$ cat config.mk
export PLATFORM = sky130hd
export DESIGN_NAME = fbrc_counter_gen
export DESIGN_NICKNAME = d
export VERILOG_FILES = /design/src/rtl/fbrc_pkg.sv /design/src/rtl/fbrc_prescaler.sv /design/src/rtl/fbrc_counter_gen.sv
export SDC_FILE = /design/constraint.sdc
export NUM_CORES = 1
export LEC_CHECK = 0
export ABC_AREA = 1
export ABC_CLOCK_PERIOD_IN_PS = 2700
export CAP_MARGIN = 20
export CORE_ASPECT_RATIO = 1.25
export CORE_MARGIN = 5
export CORE_UTILIZATION = 58
export CTS_CLUSTER_SIZE = 10
export DETAILED_ROUTE_END_ITERATION = 12
export PLACE_DENSITY = 0.82
export SLEW_MARGIN = 20
export SYNTH_ARGS = -nofsm -noshare
export SYNTH_HDL_FRONTEND = slang
export SYNTH_SLANG_ARGS = --single-unit
$ cat constraint.sdc
create_clock -name clk -period 2.7 [get_ports clk]
set_input_delay 0.54 -clock clk [delete_from_list [all_inputs] [get_ports clk]]
set_output_delay 0.54 -clock clk [all_outputs]
set_load 0.01 [all_outputs]
$ cat src/rtl/fbrc_pkg.sv
// Shared types, board constants and helpers for the prescaled channel counter.
package fbrc_pkg;

    typedef enum logic {
        DIR_DOWN = 1'b0,
        DIR_UP   = 1'b1
    } dir_t;

    localparam int BOARD_CLK_HZ     = 50000000;
    localparam int DEFAULT_PRESCALE = BOARD_CLK_HZ / 2;

    // A one-cycle prescaler still needs a 1-bit register to stay legal.
    function automatic int clog2_min1(input int n);
        return (n <= 1) ? 1 : $clog2(n);
    endfunction

endpackage

$ cat src/rtl/fbrc_prescaler.sv
// Step generator: one-cycle step every PRESCALE run-cycles, restartable by clr.
module fbrc_prescaler
    import fbrc_pkg::*;
#(
    parameter int PRESCALE = DEFAULT_PRESCALE
) (
    input  logic clk,
    input  logic reset,
    input  logic run,
    input  logic clr,
    output logic step
);

    localparam int            PW     = clog2_min1(PRESCALE);
    localparam logic [PW-1:0] P_LAST = PW'(PRESCALE - 1);

    logic [PW-1:0] p_q;
    logic [PW-1:0] p_d;

    assign step = run & (p_q == P_LAST);

    always_comb begin
        p_d = p_q;
        if (clr) begin
            p_d = '0;
        end else if (step) begin
            p_d = '0;
        end else if (run) begin
            p_d = p_q + PW'(1);
        end
    end

    always_ff @(negedge clk) begin
        if (reset) begin
            p_q <= '0;
        end else begin
            p_q <= p_d;
        end
    end

endmodule

$ cat src/rtl/fbrc_counter_gen.sv
// Modulo-MODULUS up/down channel counter with prescaler, load, and tick/tc pulses.
// Define FBRC_GRAY_OUT_EN to present q as the Gray code of the internal binary count.
module fbrc_counter_gen
    import fbrc_pkg::*;
#(
    parameter int WIDTH    = 4,
    parameter int MODULUS  = 16,
    parameter int PRESCALE = DEFAULT_PRESCALE
) (
    input  logic             clk,
    input  logic             reset,
    input  logic             run,
    input  logic             up,
    input  logic             load,
    input  logic [WIDTH-1:0] load_val,
    output logic [WIDTH-1:0] q,
    output logic             tick,
    output logic             tc
);

    if (WIDTH < 1 || WIDTH > 16 || MODULUS < 2 || MODULUS > (1 << WIDTH) || PRESCALE < 1) begin : g_bad_params
        $error("fbrc_counter_gen: illegal WIDTH/MODULUS/PRESCALE");
    end

    // Terminal value held at WIDTH bits so MODULUS=2**WIDTH never overflows the compare.
    localparam logic [WIDTH-1:0] MAX_VAL = WIDTH'(MODULUS - 1);

    logic             step;
    dir_t             dir;
    logic [WIDTH-1:0] count_q, count_d;
    logic             tick_q, tick_d;
    logic             tc_q, tc_d;

    assign dir = dir_t'(up);

    fbrc_prescaler #(
        .PRESCALE (PRESCALE)
    ) u_prescaler (
        .clk   (clk),
        .reset (reset),
        .run   (run),
        .clr   (load),
        .step  (step)
    );

    always_comb begin
        count_d = count_q;
        tick_d  = 1'b0;
        tc_d    = 1'b0;
        if (load) begin
            count_d = (load_val > MAX_VAL) ? MAX_VAL : load_val;
        end else if (step) begin
            tick_d = 1'b1;
            if (dir == DIR_UP) begin
                if (count_q == MAX_VAL) begin
                    count_d = '0;
                    tc_d    = 1'b1;
                end else begin
                    count_d = count_q + WIDTH'(1);
                end
            end else begin
                if (count_q == '0) begin
                    count_d = MAX_VAL;
                    tc_d    = 1'b1;
                end else begin
                    count_d = count_q - WIDTH'(1);
                end
            end
        end
    end

    always_ff @(negedge clk) begin
        if (reset) begin
            count_q <= '0;
            tick_q  <= 1'b0;
            tc_q    <= 1'b0;
        end else begin
            count_q <= count_d;
            tick_q  <= tick_d;
            tc_q    <= tc_d;
        end
    end

    assign tick = tick_q;
    assign tc   = tc_q;

`ifdef FBRC_GRAY_OUT_EN
    // Encoded from the next binary value so the Gray output lines up with tick.
    logic [WIDTH-1:0] gray_q;

    always_ff @(negedge clk) begin
        if (reset) begin
            gray_q <= '0;
        end else begin
            gray_q <= count_d ^ (count_d >> 1);
        end
    end

    assign q = gray_q;
`else
    assign q = count_q;
`endif

endmodule

Yosys cells after proc, flatten, opt, wreduce, memory -nomap -nowiden
Index checks and enable logic that the tools add are counted.
{ "op_classes": {"n_addsub": 3, "mul": 0, "div_mod_pow": 0, "n_lt_le_gt_ge": 1, "n_eq_ne": 2, "shifts": 0, "muxes": 10, "bitwise": 2, "reduce_logical": 5} }
{ "op_table": {"columns": ["cell", "count"], "rows": [
  ["adder 25 x 1 -> 25 bit (second input constant)", 1],
  ["equality test 25 bit (second input constant)", 1],
  ["two-way mux 4 bit", 6],
  ["OR reduction 3 bit", 2],
  ["adder 4 x 1 -> 4 bit (second input constant)", 1],
  ["equality test 4 bit (second input constant)", 1],
  ["greater-than comparator 4 bit (second input constant)", 1],
  ["logical NOT 4 bit", 1],
  ["two-way mux 1 bit", 4],
  ["subtractor 4 x 1 -> 4 bit (second input constant)", 1],
  ["nonzero test 2 bit", 1],
  ["OR reduction 2 bit", 1],
  ["bitwise AND 1 bit", 1],
  ["NOT 1 bit", 1]
]} }
{ "totals": {"regBits": 31, "latch_bits": 0, "mem_bits_rw": 0, "romBits": 0, "input_bits": 9, "out_inout_bits": 6, "memories": 0} }

Longest topological paths before layout
Gate-level depths: netlist of run 1.
{ "logic_depth": {"depth_word": 5, "mapped_depth": 11, "ltp_nobuf": 10} }

Hierarchy
From an unflattened synthesis of run 1, not the netlist that was laid out.
{ "unflattened": {"hier_cells": 308, "area_unflattened_um2": 1930.6} }
{ "modules_own_cells": {"columns": ["module", "instances", "cells_per_inst", "area_each_um2", "seq_area_each_um2"], "rows": [
  ["fbrc_prescaler", 1, 253, 1545.2, 500.5],
  ["fbrc_counter_gen", 1, 55, 385.4, 120.1]
]} }

==> flow_summary_export.csv, run 1 <==
group,metric,value,unit
status,violations,"setup timing",
timing,final_hold_viol_count,0,
drt,drtAntennaViolNets,0,
drt,drc,0,
floorplan,placement_rows,22,
worst_setup_path,crit_path_start,"q[1]$_SDFFE_NP0P_",
logic_synthesis,proportion_of_netlist_area_held_by_the_largest_area_contributor,0.3395,
final_layout,fin_util,0.8249,
logic_synthesis,synth.top_cells.by_count,"78 x sky130_fd_sc_hd__nand2_1, 55 x sky130_fd_sc_hd__nor2_1, 34 x sky130_fd_sc_hd__inv_1, 31 x sky130_fd_sc_hd__dfxtp_1, 26 x sky130_fd_sc_hd__nand3_1",
worst_setup_path,cp_num_cells,1,
final_layout,antenna_cells_inserted,0,
worst_setup_path,critPathLaunchType,"flip-flop",
worst_setup_path,crit_family,"flip-flops",
floorplan,coreArea,0.003000,sq mm
drt,first_iter_violations,129,
logic_synthesis,synth_top_flop_cell,"sky130_fd_sc_hd__dfxtp_1",
clocking,insertion_delay,0.41,ns
timing,max_slew_margin,0.7787,
worst_setup_path,r2r_setup_slack,1.09,ns
logic_synthesis,synth_enable_flop_cells,0,
place,gp_routability_congestion,0.8747,
grt,grt_antenna_before_repair,0,
floorplan,die_width,60.22,um
clocking,cts_num_sinks,31,
final_layout,layout-area-overhead-vs-synth,35.39,%
worst_setup_path,critical_path.slowest_cell,"sky130_fd_sc_hd__dfxtp_2",
grt,first_global_vias,2053,
run,drv.max_cap_violation_count,0,
final_layout,fillerInstances,196,
place,dp_hpwl,3192,um
timing,unrepaired_setup_endpoints_after_global_routing,"true",
worst_setup_path,worst_ep_arrival_time,2.18,ns
worst_setup_path,count_of_cells_along_the_worst_register_to_register_path,10,
worst_setup_path,timing.critical_path.to,"q[1]",
worst_setup_path,end_kind,"output pin",
drt,dr.pass1.iters,5,
place,place_area,0.002168,sq mm
logic_synthesis,yosys_register_bits,31,
hold_path,hp-class,"reg -> reg",
clocking,tritoncts.num_buffers,5,
grt,grt_start_max_net_pins,11,
worst_setup_path,timing.critical_path.required,2.16,ns
timing,worst_slack,-0.02373,ns
logic_synthesis,synth_warnings,0,
worst_setup_path,timing_worst_setup_path_type,"reg -> out",
logic_synthesis,syn_area_per_cell,6.414,sq um
floorplan,start_util,0.6093,
pwr,ir_worst_vdd,0.0004657,V
clocking,htree_levels,2,
floorplan,die_y,72.77,um
worst_setup_path,crit_chain,"buf_6",
logic_synthesis,synth.top_cells.by_area,"sky130_fd_sc_hd__dfxtp_1 34%, sky130_fd_sc_hd__nand2_1 16%, sky130_fd_sc_hd__nor2_1 11%",
status,result_of_the_run,"finished with violations",
clocking,cts_tree,"yes",
logic_synthesis,yosysMostFrequentCell,"sky130_fd_sc_hd__nand2_1",
timing,worst_clock_skew,0.02046,ns
floorplan,design.portCount,15,
grt,globalRoute.totalOverflow,0,
drt,routed-via-count,2069,
worst_setup_path,slowest_delay,0.32,ns
timing,max_slew.worst_pin.slew,0.3294,ns
logic_synthesis,synth_top_area_cell,"sky130_fd_sc_hd__dfxtp_1",
timing,setup-violations-final,5,
drt,detail_route.wl_per_cell,12.41,um
drt,postRouteWirelength,4940,um
place,place.port_buffers,14,
grt,global_route_wire_length_before_repair,8507,um
final_layout,num-nets-final,373,
pwr,power_per_cell_area,463.9,mW/mm^2
logic_synthesis,asyncSetResetFlopFracSynth,0,
final_layout,drive_gt1_frac,0.1796,
logic_synthesis,netlist_instances,285,
clocking,clk_transition_reported_paths,0.05,ns
worst_setup_path,cp_num_buf_inv,1,
clocking,cts_buffer_depth,2,
floorplan,full_die_area,0.004382,sq mm
place,detailedPlace.worstSlack,-0.7037,ns
grt,gr_util_all_layers,0.2568,
clocking,clockRootBuffer,"sky130_fd_sc_hd__clkbuf_4",
pwr,power.static_leakage,1.125,nW
worst_setup_path,cp_max_fo,2,
logic_synthesis,yosysSeqAreaShare,0.3395,
timing,finalMaxSlewViolations,0,
drt,viasPerCell,5.198,
logic_synthesis,synth.net_count,297,
logic_synthesis,synthesis.area,0.001828,sq mm
logic_synthesis,ys_types,26,
worst_setup_path,r2r-start,"u_prescaler.p_q[0]$_SDFFE_NP0P_",
worst_setup_path,r2r_end,"q[0]$_SDFFE_NP0P_",
final_layout,layout.cell_area.non_filler,0.002475,sq mm
layer usage:
layer	up-vias	GRT usage	share of wire
li1	1050	-	-
met1	939	0.2879	0.42
met2	65	0.4002	0.51
met3	15	0.08319	0.048
met4	0	0.1823	0.027
met5	-	0	0
stage by stage:
stage,power [mW],hold WS (ns),instances,setup TNS [ns]
3_3_place_gp,0.6566,0.4639,352,-20.05
5_1_grt,1.249,0.5119,398,-0.2738
2_1_floorplan,0.6057,0.4552,285,-0.6642
6_report,1.148,0.4776,398,-0.06637
3_5_place_dp,0.6586,0.4696,352,-20.84
4_1_cts,1.163,0.4733,396,-0.1302
power breakdown:
| group | switching, mW | internal, mW | leakage, nW |
|---|---|---|---|
| logic | 0.0680 | 0.0607 | 0.661 |
| registers | 0.00391 | 0.467 | 0.252 |
| clock network | 0.296 | 0.253 | 0.212 |
| total | 0.368 | 0.780 | 1.12 |
cell type report:
class / instances / area, sq um / share of cell area
inverters: 34 / 138.9 / 0.05612
clock buffers: 5 / 37.54 / 0.01517
repair buffers: 40 / 342.8 / 0.1385
clock inverters: 34 / 158.9 / 0.06421
well taps: 36 / 45.04 / 0.01820
multi-input cells: 218 / 1126 / 0.4550
flip-flops and latches: 31 / 625.6 / 0.2528
sequential cells by signal, summed over array words and instances, names as in the netlist:
register / flops
u_prescaler.p_q: 25
tick: 1
q: 4
tc: 1
kinds of logic after synthesis:
kind of cell               synth area share
adders and majority gates           0.02054
buffers and inverters               0.08418
AOI/OAI and AO/OA                   0.04038
DFF                                  0.3395
xor gates and xnor gates            0.06708
and+or+nand+nor                      0.4483
worst min path at each step:
stage	from	endpoint	slack [ns]	cells past startpoint
floorplan	u_prescaler.p_q[1]$_SDFFE_NP0P_	u_prescaler.p_q[1]$_SDFFE_NP0P_	0.46	2
global placement	u_prescaler.p_q[1]$_SDFFE_NP0P_	u_prescaler.p_q[1]$_SDFFE_NP0P_	0.46	2
detailed placement	u_prescaler.p_q[1]$_SDFFE_NP0P_	u_prescaler.p_q[1]$_SDFFE_NP0P_	0.47	2
CTS	u_prescaler.p_q[1]$_SDFFE_NP0P_	u_prescaler.p_q[1]$_SDFFE_NP0P_	0.47	2
global route	u_prescaler.p_q[24]$_SDFFE_NP0P_	u_prescaler.p_q[24]$_SDFFE_NP0P_	0.51	2
finish	u_prescaler.p_q[1]$_SDFFE_NP0P_	u_prescaler.p_q[1]$_SDFFE_NP0P_	0.48	2
cells in the final DEF (no fill, tap or decap), types with 2 or more instances in the layout:
cell | Yosys | final
sky130_fd_sc_hd__nand2_1 | 78 | 77
sky130_fd_sc_hd__inv_1 | 34 | 64
sky130_fd_sc_hd__nor2_1 | 55 | 53
sky130_fd_sc_hd__dfxtp_1 | 31 | 27
sky130_fd_sc_hd__nand3_1 | 26 | 26
sky130_fd_sc_hd__buf_4 | 1 | 23
sky130_fd_sc_hd__a21oi_1 | 9 | 9
sky130_fd_sc_hd__xor2_1 | 9 | 9
sky130_fd_sc_hd__nand4_1 | 8 | 8
sky130_fd_sc_hd__buf_6 | 1 | 6
sky130_fd_sc_hd__xnor2_1 | 5 | 5
sky130_fd_sc_hd__clkbuf_4 | 0 | 5
sky130_fd_sc_hd__clkdlybuf4s50_1 | 0 | 5
sky130_fd_sc_hd__dfxtp_2 | 0 | 4
sky130_fd_sc_hd__nand2_2 | 3 | 3
sky130_fd_sc_hd__nor2_2 | 4 | 3
sky130_fd_sc_hd__nor2_4 | 0 | 3
sky130_fd_sc_hd__nand2_8 | 1 | 3
sky130_fd_sc_hd__nor3_1 | 4 | 3
sky130_fd_sc_hd__o21ai_0 | 3 | 3
sky130_fd_sc_hd__ha_1 | 3 | 3
sky130_fd_sc_hd__buf_2 | 0 | 3
sky130_fd_sc_hd__nand2_4 | 1 | 2
sky130_fd_sc_hd__or2_2 | 2 | 2
sky130_fd_sc_hd__dlygate4sd2_1 | 0 | 2
repair_timing:
action                     CTS  global route
pin swaps                    2             4
gates resized for setup     46             4
hold buffers                 0             0
buffers inserted             4             2
setup endpoints to repair   37            36
gates cloned                 2             0
No activity file was read; power rests on OpenSTA's default activity.
==> inputs of run 2 (changes only) <==
SETUP_SLACK_MARGIN = 0.1   (was not set)
==> flow_summary_export.csv, run 2 (same netlist as run 1, synthesis figures left out) <==
group,metric,value,unit
timing,worst_clock_skew,0.03124,ns
timing,finalHoldWorstSlack,0.4850,ns
final_layout,multiInputGateArea,0.001171,sq mm
clocking,clockRootBuffer,"sky130_fd_sc_hd__clkbuf_4",
drt,first_iter_violations,158,
worst_setup_path,cp_num_buf_inv,1,
clocking,cts_hold_buf,0,
grt,first_global_vias,2025,
worst_setup_path,slowest_delay,0.33,ns
worst_setup_path,critPathLaunchType,"flip-flop",
pwr,internal_power,0.6828,mW
final_layout,fillerInstances,168,
worst_setup_path,end_kind,"output pin",
final_layout,final_cell_count_without_fillers,401,
grt,gr_util_all_layers,0.2518,
hold_path,hold-path-cell-count,2,
worst_setup_path,count_of_cells_along_the_worst_register_to_register_path,7,
drt,drtAntennaViolNets,0,
floorplan,full_die_area,0.004382,sq mm
final_layout,layout_commonest_cell,"sky130_fd_sc_hd__nand2_1",
timing,final_hold_viol_count,0,
final_layout,register_cell_area_after_layout,628.1,sq um
floorplan,coreArea,0.003000,sq mm
drt,viasPerCell,5.397,
drt,detail_route.wl_per_cell,13.99,um
worst_setup_path,cp_num_cells,1,
final_layout,antenna_cells_inserted,0,
final_layout,largest_register_ffs,25,
clocking,htree_levels,2,
timing,finalSetupTns,-0.1693,ns
worst_setup_path,r2r_setup_slack,1.03,ns
timing,worst_slack,-0.05234,ns
clocking,insertion_delay,0.42,ns
status,result_of_the_run,"finished with violations",
floorplan,die_width,60.22,um
clocking,tritoncts.num_buffers,5,
floorplan,die_y,72.77,um
pwr,power_per_cell_area,426.0,mW/mm^2
final_layout,num-nets-final,376,
timing,max_slew.worst_pin.slew,0.3377,ns
worst_setup_path,timing_worst_setup_path_type,"reg -> out",
timing,setup-violations-final,6,
final_layout,fin_util,0.8395,
worst_setup_path,timing.critical_path.required,2.16,ns
worst_setup_path,cp_max_fo,2,
pwr,post-layout-total-power,1.073,mW
final_layout,drive_gt1_frac,0.2219,
final_layout,max_flop_register,"u_prescaler.p_q",
status,violations,"setup timing",
final_layout,commonest_cells_after_routing_fill_and_taps_aside,"72 x sky130_fd_sc_hd__nand2_1, 63 x sky130_fd_sc_hd__inv_1, 53 x sky130_fd_sc_hd__nor2_1",
clocking,cts_num_sinks,31,
pwr,power_frac_seq,0.438,
worst_setup_path,worst_ep_arrival_time,2.21,ns
grt,globalRoute.totalOverflow,0,
clocking,cts_tree,"yes",
grt,grt_start_max_net_pins,10,
drt,drc,0,
run,drv.max_cap_violation_count,0,
place,gp_routability_congestion,0.9044,
drt,routed-via-count,2164,
floorplan,start_util,0.6093,
floorplan,design.portCount,15,
pwr,power_frac_comb,0.131,
pwr,power.switching,0.3901,mW
floorplan,placement_rows,22,
timing,unrepaired_setup_endpoints_after_global_routing,"true",
pwr,power.static_leakage,1.139,nW
pwr,swShare,0.3636,
timing,max_slew_margin,0.7749,
place,placedCellCount,355,
clocking,clk_transition_reported_paths,0.06,ns
worst_setup_path,critical_path.slowest_cell,"sky130_fd_sc_hd__dfxtp_2",
pwr,ir_worst_vdd,0.0004102,V
final_layout,layout.cell_area.non_filler,0.002519,sq mm
worst_setup_path,crit_chain,"buf_6",
place,place_area,0.002183,sq mm
clocking,cts_buffer_depth,2,
timing,finalMaxSlewViolations,0,
grt,global_route_wire_length_before_repair,8438,um
grt,grt_antenna_before_repair,0,
pwr,power_frac_clock,0.431,
place,detailedPlace.worstSlack,-0.7175,ns
final_layout,layout-area-overhead-vs-synth,37.78,%
drt,dr.pass1.iters,5,
hold_path,hp-class,"reg -> reg",
worst_setup_path,crit_family,"flip-flops",
drt,postRouteWirelength,5611,um
place,place.port_buffers,14,
place,dp_hpwl,3044,um
[run 2: power by group through the flow]
stage               clock, mW  sequential [mW]  combinational (mW)
detailed placement     0.0724            0.476               0.108
global route            0.543            0.469               0.153
global placement       0.0724            0.476               0.107
finish                  0.462            0.470               0.140
CTS                     0.472            0.470               0.122
floorplan              0.0724            0.480              0.0532
[run 2: path summary, 6_finish.rpt]
kind                                   start                               end
max                        q[1]$_SDFFE_NP0P_                              q[1]
min          u_prescaler.p_q[1]$_SDFFE_NP0P_   u_prescaler.p_q[1]$_SDFFE_NP0P_
min reg2reg  u_prescaler.p_q[1]$_SDFFE_NP0P_   u_prescaler.p_q[1]$_SDFFE_NP0P_
max reg2reg  u_prescaler.p_q[3]$_SDFFE_NP0P_  u_prescaler.p_q[19]$_SDFFE_NP0P_
[run 2: area by class of cell]
class                           instances  area share
Clock buffer                            5     0.01490
Clock inverter                         34     0.05166
Inverter                               34     0.05514
Multi-Input combinational cell        219      0.4650
Sequential cell                        31      0.2494
Tap cell                               36     0.01788
Timing Repair Buffer                   42      0.1461
[run 2: timing repair]
item,in CTS,in global routing
gates resized for setup,52,18
endpoints found under the hold margin,0,0
setup endpoints to repair,37,36
buffers inserted,3,3
pin swaps,6,14
cloned,2,1
[run 2: layer usage]
| layer | up-vias | part of all wire | routed length [um] | track usage |
|---|---|---|---|---|
| met5 | - | 0 | 0 | 0 |
| met1 | 962 | 0.37 | 2068 | 0.2780 |
| met2 | 112 | 0.51 | 2883 | 0.4207 |
| met4 | 0 | 0.045 | 255 | 0.1305 |
| met3 | 32 | 0.072 | 403 | 0.08142 |
| li1 | 1058 | - | - | - |
[run 2: worst min-delay path, stage by stage (launching register included)]
cell and delay [ns]:
sky130_fd_sc_hd__dfxtp_1 0.32, sky130_fd_sc_hd__nand2_1 0.07, sky130_fd_sc_hd__a21oi_1 0.05
